**src/rtl/imm_ext_pkg.sv**
```systemverilog
// rtl/imm_ext_pkg.sv - shared encodings for the immediate-extension stage
package imm_ext_pkg;

    typedef logic [1:0] ext_mode_t;

    localparam ext_mode_t EXT_ZERO  = 2'd0;
    localparam ext_mode_t EXT_SIGN  = 2'd1;
    localparam ext_mode_t EXT_UPPER = 2'd2;
    localparam ext_mode_t EXT_SHL1  = 2'd3;

    // Occupancy of the head/skid output buffer
    localparam logic [1:0] CNT_EMPTY = 2'd0;
    localparam logic [1:0] CNT_ONE   = 2'd1;
    localparam logic [1:0] CNT_FULL  = 2'd2;

endpackage

```
**src/rtl/imm_ext_core.sv**
```systemverilog
// rtl/imm_ext_core.sv - combinational IN_W -> OUT_W immediate extender
module imm_ext_core
    import imm_ext_pkg::*;
#(
    parameter int IN_W  = 8,
    parameter int OUT_W = 16
) (
    input  logic [IN_W-1:0]  i_imm,
    input  logic [1:0]       i_mode,
    output logic [OUT_W-1:0] o_result
);

    localparam int PAD_W = OUT_W - IN_W;

    logic [OUT_W-1:0] w_sign;

    assign w_sign = {{PAD_W{i_imm[IN_W-1]}}, i_imm};

    always_comb begin
        o_result = '0;
        case (i_mode)
            EXT_ZERO:  o_result = {{PAD_W{1'b0}}, i_imm};
            EXT_SIGN:  o_result = w_sign;
            EXT_UPPER: o_result = {i_imm, {PAD_W{1'b0}}};
            // Branch word offset: sign-extended value doubled, top bit falls off
            EXT_SHL1:  o_result = {w_sign[OUT_W-2:0], 1'b0};
            default:   o_result = '0;
        endcase
    end

endmodule

```
**src/rtl/imm_extend_unit.sv**
```systemverilog
// rtl/imm_extend_unit.sv - immediate extender with registered 2-entry skid output
module imm_extend_unit
    import imm_ext_pkg::*;
#(
    parameter int IN_W  = 8,
    parameter int OUT_W = 16
) (
    input  logic             clk,
    input  logic             reset,
    input  logic             in_valid,
    output logic             in_ready,
    input  logic [IN_W-1:0]  in_imm,
    input  logic [1:0]       in_mode,
    output logic             out_valid,
    input  logic             out_ready,
    output logic [OUT_W-1:0] out_data
);

    logic [1:0]       r_count;
    logic [OUT_W-1:0] r_head;
    logic [OUT_W-1:0] r_skid;
    logic [OUT_W-1:0] w_ext;
    logic             w_push;
    logic             w_pop;

    imm_ext_core #(
        .IN_W  (IN_W),
        .OUT_W (OUT_W)
    ) u_core (
        .i_imm    (in_imm),
        .i_mode   (in_mode),
        .o_result (w_ext)
    );

    // in_ready is a pure function of state so decode never sees a comb path from out_ready
    assign in_ready  = ~reset & (r_count != CNT_FULL);
    assign out_valid = (r_count != CNT_EMPTY);
    assign out_data  = r_head;
    assign w_push    = in_valid & in_ready;
    assign w_pop     = out_valid & out_ready;

    always_ff @(posedge clk) begin
        if (reset) begin
            r_count <= CNT_EMPTY;
            r_head  <= '0;
            r_skid  <= '0;
        end else begin
            case (r_count)
                CNT_EMPTY: begin
                    if (w_push) begin
                        r_head  <= w_ext;
                        r_count <= CNT_ONE;
                    end
                end
                CNT_ONE: begin
                    if (w_push && w_pop) begin
                        r_head <= w_ext;
                    end else if (w_push) begin
                        r_skid  <= w_ext;
                        r_count <= CNT_FULL;
                    end else if (w_pop) begin
                        r_count <= CNT_EMPTY;
                    end
                end
                CNT_FULL: begin
                    if (w_pop) begin
                        r_head  <= r_skid;
                        r_count <= CNT_ONE;
                    end
                end
                default: r_count <= CNT_EMPTY;
            endcase
        end
    end

endmodule
```
**config.mk**
```make
export PLATFORM = sky130hd
export DESIGN_NAME = imm_extend_unit
export DESIGN_NICKNAME = d
export VERILOG_FILES = /design/src/rtl/imm_ext_pkg.sv /design/src/rtl/imm_ext_core.sv /design/src/rtl/imm_extend_unit.sv
export SDC_FILE = /design/constraint.sdc
export NUM_CORES = 1
export LEC_CHECK = 0
export CAP_MARGIN = 20
export CELL_PAD_IN_SITES_DETAIL_PLACEMENT = 0
export CELL_PAD_IN_SITES_GLOBAL_PLACEMENT = 2
export CORE_MARGIN = 10
export CORE_UTILIZATION = 35
export CTS_BUF_LIST = sky130_fd_sc_hd__clkbuf_2
export CTS_CLUSTER_DIAMETER = 80
export DETAILED_ROUTE_END_ITERATION = 16
export PLACE_DENSITY_LB_ADDON = 0.1
export SLEW_MARGIN = 20
export SYNTH_ARGS = -nofsm -noshare
export SYNTH_HDL_FRONTEND = slang
export SYNTH_SLANG_ARGS = --single-unit
```
**constraint.sdc**
```tcl
create_clock -name clk -period 4 [get_ports clk]
set_clock_uncertainty 0.05 [all_clocks]
set_input_delay 0.8 -clock clk [delete_from_list [all_inputs] [get_ports clk]]
set_output_delay 0.8 -clock clk [all_outputs]
set_load 0.01 [all_outputs]
```
== Word level (Yosys, flattened, before mapping) ==
Index checks and enable logic that the tools add are counted.

* Equality and inequality tests: 11
* Mux-type cells: 11
* Bitwise gates (word level): 5
* Reduce and logical (&&, ||, !) cells: 8

{| class="wikitable"
|+ Operator list
! operator !! count
|-
| one-hot mux 16 bit (4 select lines) || 1
|-
| two-way mux 16 bit || 3
|-
| one-hot mux 16 bit (3 select lines) || 1
|-
| two-way mux 2 bit || 5
|-
| inequality test 2 bit (second input constant) || 5
|-
| AND reduction 4 bit || 2
|-
| equality test 2 bit (second input constant) || 3
|-
| one-hot mux 2 bit (3 select lines) || 1
|-
| equality test 2 x 1 -> 1 bit (second input constant) || 2
|-
| logical NOT 2 bit || 2
|-
| bitwise AND 1 bit || 3
|-
| inequality test 3 bit (second input constant) || 1
|-
| AND reduction 3 bit || 1
|-
| nonzero test 3 bit || 1
|-
| NOT 1 bit || 2
|-
| nonzero test 2 bit || 1
|-
| logical AND 1 bit || 1
|}

* Register bits after elaboration: 34
* Bits of input ports: 14
* Output and inout port bits: 18
* Logic and storage cells: 38

== Logic depth before layout (Yosys ltp) ==
* Depth after elaboration: 6
* Mapped depth: 5
* Gate-level depth less buffers: 3

== Modules after synthesis ==
Synthesis repeated with hierarchy kept, for this count alone.

* Cell total of the unflattened synthesis: 191
* Area, all modules: 1806.7 sq um

{| class="wikitable"
|+ By module, submodules not included
! module !! times used !! cells an instance !! area an instance (sq um) !! seq. area each (sq um)
|-
| imm_extend_unit || 1 || 169 || 1631.6 || 680.7
|-
| imm_ext_core || 1 || 22 || 175.2 || 0.0
|}

== Least setup slack after synthesis ==
OpenSTA, ideal clock, no wires.

* Path kind: input port to output port
* Start: input port reset
* End: output port in_ready
* Arrival time: 1366 ps
* Data required time: 3150 ps
* Setup slack: 1784 ps
* Stages: 3
* Path buffers: 2
* Cell sequence: buf_2 > clkbuf_1 > nor2_1

* Longest elaborated chain between the ends: 2

{| class="wikitable"
|+ Ends and longest elaborated chain
! what !! line !! text
|-
| start, declared || imm_extend_unit.sv:9 || <nowiki>input logic reset,</nowiki>
|-
| NOT 1 bit || imm_extend_unit.sv:36 || <nowiki>assign in_ready = ~reset & (r_count != CNT_FULL);</nowiki>
|-
| bitwise AND 1 bit || imm_extend_unit.sv:36 ||
|-
| end, declared || imm_extend_unit.sv:11 || <nowiki>output logic in_ready,</nowiki>
|}

No other way between the ends.

== Worst setup path in the final report ==
* Start: register r_count[1]
* End: output port in_ready

* Longest elaborated chain between the ends: 2

{| class="wikitable"
|+ Ends and longest elaborated chain
! what !! line !! text
|-
| start, declared || imm_extend_unit.sv:19 || <nowiki>logic [1:0] r_count;</nowiki>
|-
| start signal, assigned || imm_extend_unit.sv:44 || <nowiki>r_count <= CNT_EMPTY;</nowiki>
|-
| start signal, assigned || imm_extend_unit.sv:52 || <nowiki>r_count <= CNT_ONE;</nowiki>
|-
| start signal, assigned || imm_extend_unit.sv:60 || <nowiki>r_count <= CNT_FULL;</nowiki>
|-
| inequality test 2 bit || imm_extend_unit.sv:36 ||
|-
| bitwise AND 1 bit || imm_extend_unit.sv:36 ||
|}

No other way between the ends.

==> reports/results.txt <==
top cells by count, synth - 34 x dfxtp_1, 18 x a21oi_1, 17 x mux2i_1
final hold violations - 0
switch share - 30.14%
setup bufs post-CTS - 0
Netlist cell types - 34
CP Data Required Time - 3.15 ns
CTS tree - built
Max-Cap Viols - 0
share of layout cells above drive strength 1 - 13.36%
Worst-Skew Late Latency - 0.39 ns
sequential power share - 55.7%
CP Capture Type - output pin
dominant cell by count in the synthesized netlist - dfxtp_1
drt via density - 5.762
Clk network pwr share - 24.4%
drt pass-1 iters - 4
P per Cell Area - 295.8 nW/um^2
Comb pwr share - 19.8%
Starting Density - 36.36%
Clock Root Buffer - clkbuf_2
first-pass GRT wire length - 9.114 mm
static leakage - 0.7999 nW
post-DP HPWL - 3.626 mm
Post-Place Cells - 294
Area contributors post-synth - dfxtp_1 36%, mux2i_1 9.0%, or3b_2 7.0%, o311ai_0 6.5%, a21oi_1 4.8%
Sw Pwr - 198.4 uW
Period minus WS final - 2.893 ns
PnR worst setup slack - 1.107 ns
num ports - 32
area grow syn2layout - 18.30%
clock sink count - 34
Cell Rows - 26
CP Launch Type - flip-flop
Mapped Avg Cell Area - 8.871 um^2
total power - 658.1 uW
Num CTS Buffers - 5
Post-Synth XOR/XNOR Area - 0%
total routed wirelength - 5.388 mm
# hold bufs at CTS - 0
Cell Int Power - 459.8 uW
core area - 5172 um^2
Die W - 93.30 um
post-cts sizing count - 0
Hold Path Class - flip-flop to flip-flop
final worst path period share - 72.33%
fmax - 345.7 MHz
number of flops mapped to enable cells by yosys - 0
Layout Nets - 245
Clock transition at path regs - 0.19 ns
Most used DFF post-synth - dfxtp_1
Peak VDD IR - 0.0001272 V
leading area contributor after synthesis - dfxtp_1
top-area cell type share of the netlist area - 36.19%
ant diodes - 0
number of global-route vias before repair - 1811
initial antenna violation count - 0
clk buf depth - 2
main combinational cell family by area after synthesis - simple AND/OR/NAND/NOR gates
Slew HR - 44.82%
critical path class - flip-flop to output pin
syn nets - 226
fin cells - 302
count of pins over their slew limit - 0
post-synthesis sequential area ratio - 36.19%
mux share of post-synthesis cell area - 9.049%
Placer Congestion - 0.7537
Die ar. - 8705 um^2
Seq cells post-synth - 34
Ys Warns - 0
via count - 1740
GRT overflow - 0
Remaining DRCs - 0
crit path max fanout - 23
die height - 93.30 um
count of input and output buffers - 31
drt wl/cell - 17.84 um
GRT Total Usage - 13.03%
Synth Area in Simple Gates - 31.87%
DP Worst Slack - 1.043 ns
drt first-iter violations - 103
antenna violation net count after detailed routing - 0
post-synthesis compound-gate area fraction - 15.97%
status - finished clean
worst slew pin tran - 0.8230 ns
synthesized cell area - 1881 um^2
CP Data Arrival Time - 2.04 ns
endpoints failing setup - 0
CTS HTree Levels - 2
ys async rst share - 0%
unrepaired setup endpoints after global routing - no
Adder-Cell Fraction of Synth Area - 0%
pin count of the biggest net entering global routing - 38
Mapped Cells - 212
setup tns final - 0 ns
==> worst max-delay path, cell delays in order, from the launching register on <==
cell and delay (ns):
dfxtp_1 0.87, nor2b_1 0.25, nor2_1 0.06, clkdlybuf4s50_1 0.48
==> final cells by class <==
type	count	area, um^2
Tap cell	70	87.58
Timing Repair Buffer	35	340.3
Clock inverter	2	8.758
Clock buffer	6	30.03
Multi-Input combinational cell	153	1070
Inverter	2	7.507
Sequential cell	34	680.7
Fill cell	520	2948
==> per-layer routing <==
metal	part of all wire (%)	GRT usage [%]	vias to the layer above
li1	-	-	840
met1	46	15.77	842
met2	45	20.82	49
met3	7.3	4.317	9
met4	1.7	5.013	0
met5	0	0	-
==> sequential cells by signal (all words and copies together) (netlist names) <==
| name | flops |
|---|---|
| r_count | 2 |
| r_skid | 16 |
| out_data | 16 |
==> cells by family (layout without fill, tap and decap cells) <==
kind of cell | after synthesis | after routing
AO/OA/AOI/OAI | 42 | 42
multiplexers | 17 | 17
AND/OR/NAND/NOR | 94 | 94
buffers and inverters | 25 | 45
flip-flops | 34 | 34
==> path summary, 6_finish.rpt <==
check               from           to  slack (ns)  cells after the start
max reg2reg   r_count[0]   r_skid[10]        1.56                      3
max           r_count[1]     in_ready        1.11                      3
min reg2reg  out_data[6]  out_data[6]        0.42                      2
min          out_data[6]  out_data[6]        0.42                      2
==> metrics by stage <==
stage                     instance area [um^2]  hold slack, ns  utilization (%)
after floorplan                           1881          0.4038                -
after global placement                    2186          0.3961            42.26
after detailed placement                  2186          0.4065            42.26
after CTS                                 2225          0.4278            43.01
after global routing                      2225          0.4453            43.01
final                                     2225          0.4211            43.01
==> cell usage in the layout, fill, tap and decap left out, drive strengths merged <==
| cell type | n |
|---|---|
| a311oi | 2 |
| clkbuf | 6 |
| a31o | 1 |
| and3 | 7 |
| nor2b | 10 |
| nor4 | 14 |
| nand2 | 15 |
| dfxtp | 34 |
| buf | 4 |
| nand3 | 2 |
| or2b | 1 |
| and3b | 8 |
| and2 | 1 |
| o311ai | 14 |
| a211oi | 2 |
| inv | 1 |
| and2b | 1 |
| clkdlybuf4s50 | 31 |
| and4bb | 1 |
| a31oi | 1 |
| a21oi | 18 |
| nor3 | 15 |
| or2 | 1 |
| o21a | 2 |
| o21ai | 2 |
| mux2i | 17 |
| nand4bb | 1 |
| nor2 | 2 |
| clkinv | 3 |
| or3b | 15 |
==> power groups by stage <==
stage | Sequential [mW] | Combinational [mW] | Clock, mW
floorplan | 0.371 | 0.0799 | 0
global placement | 0.373 | 0.129 | 0
detailed placement | 0.374 | 0.132 | 0
CTS | 0.367 | 0.132 | 0.168
global route | 0.369 | 0.145 | 0.186
finish | 0.367 | 0.131 | 0.161
Note: power is estimated with default switching activity, not from simulation.
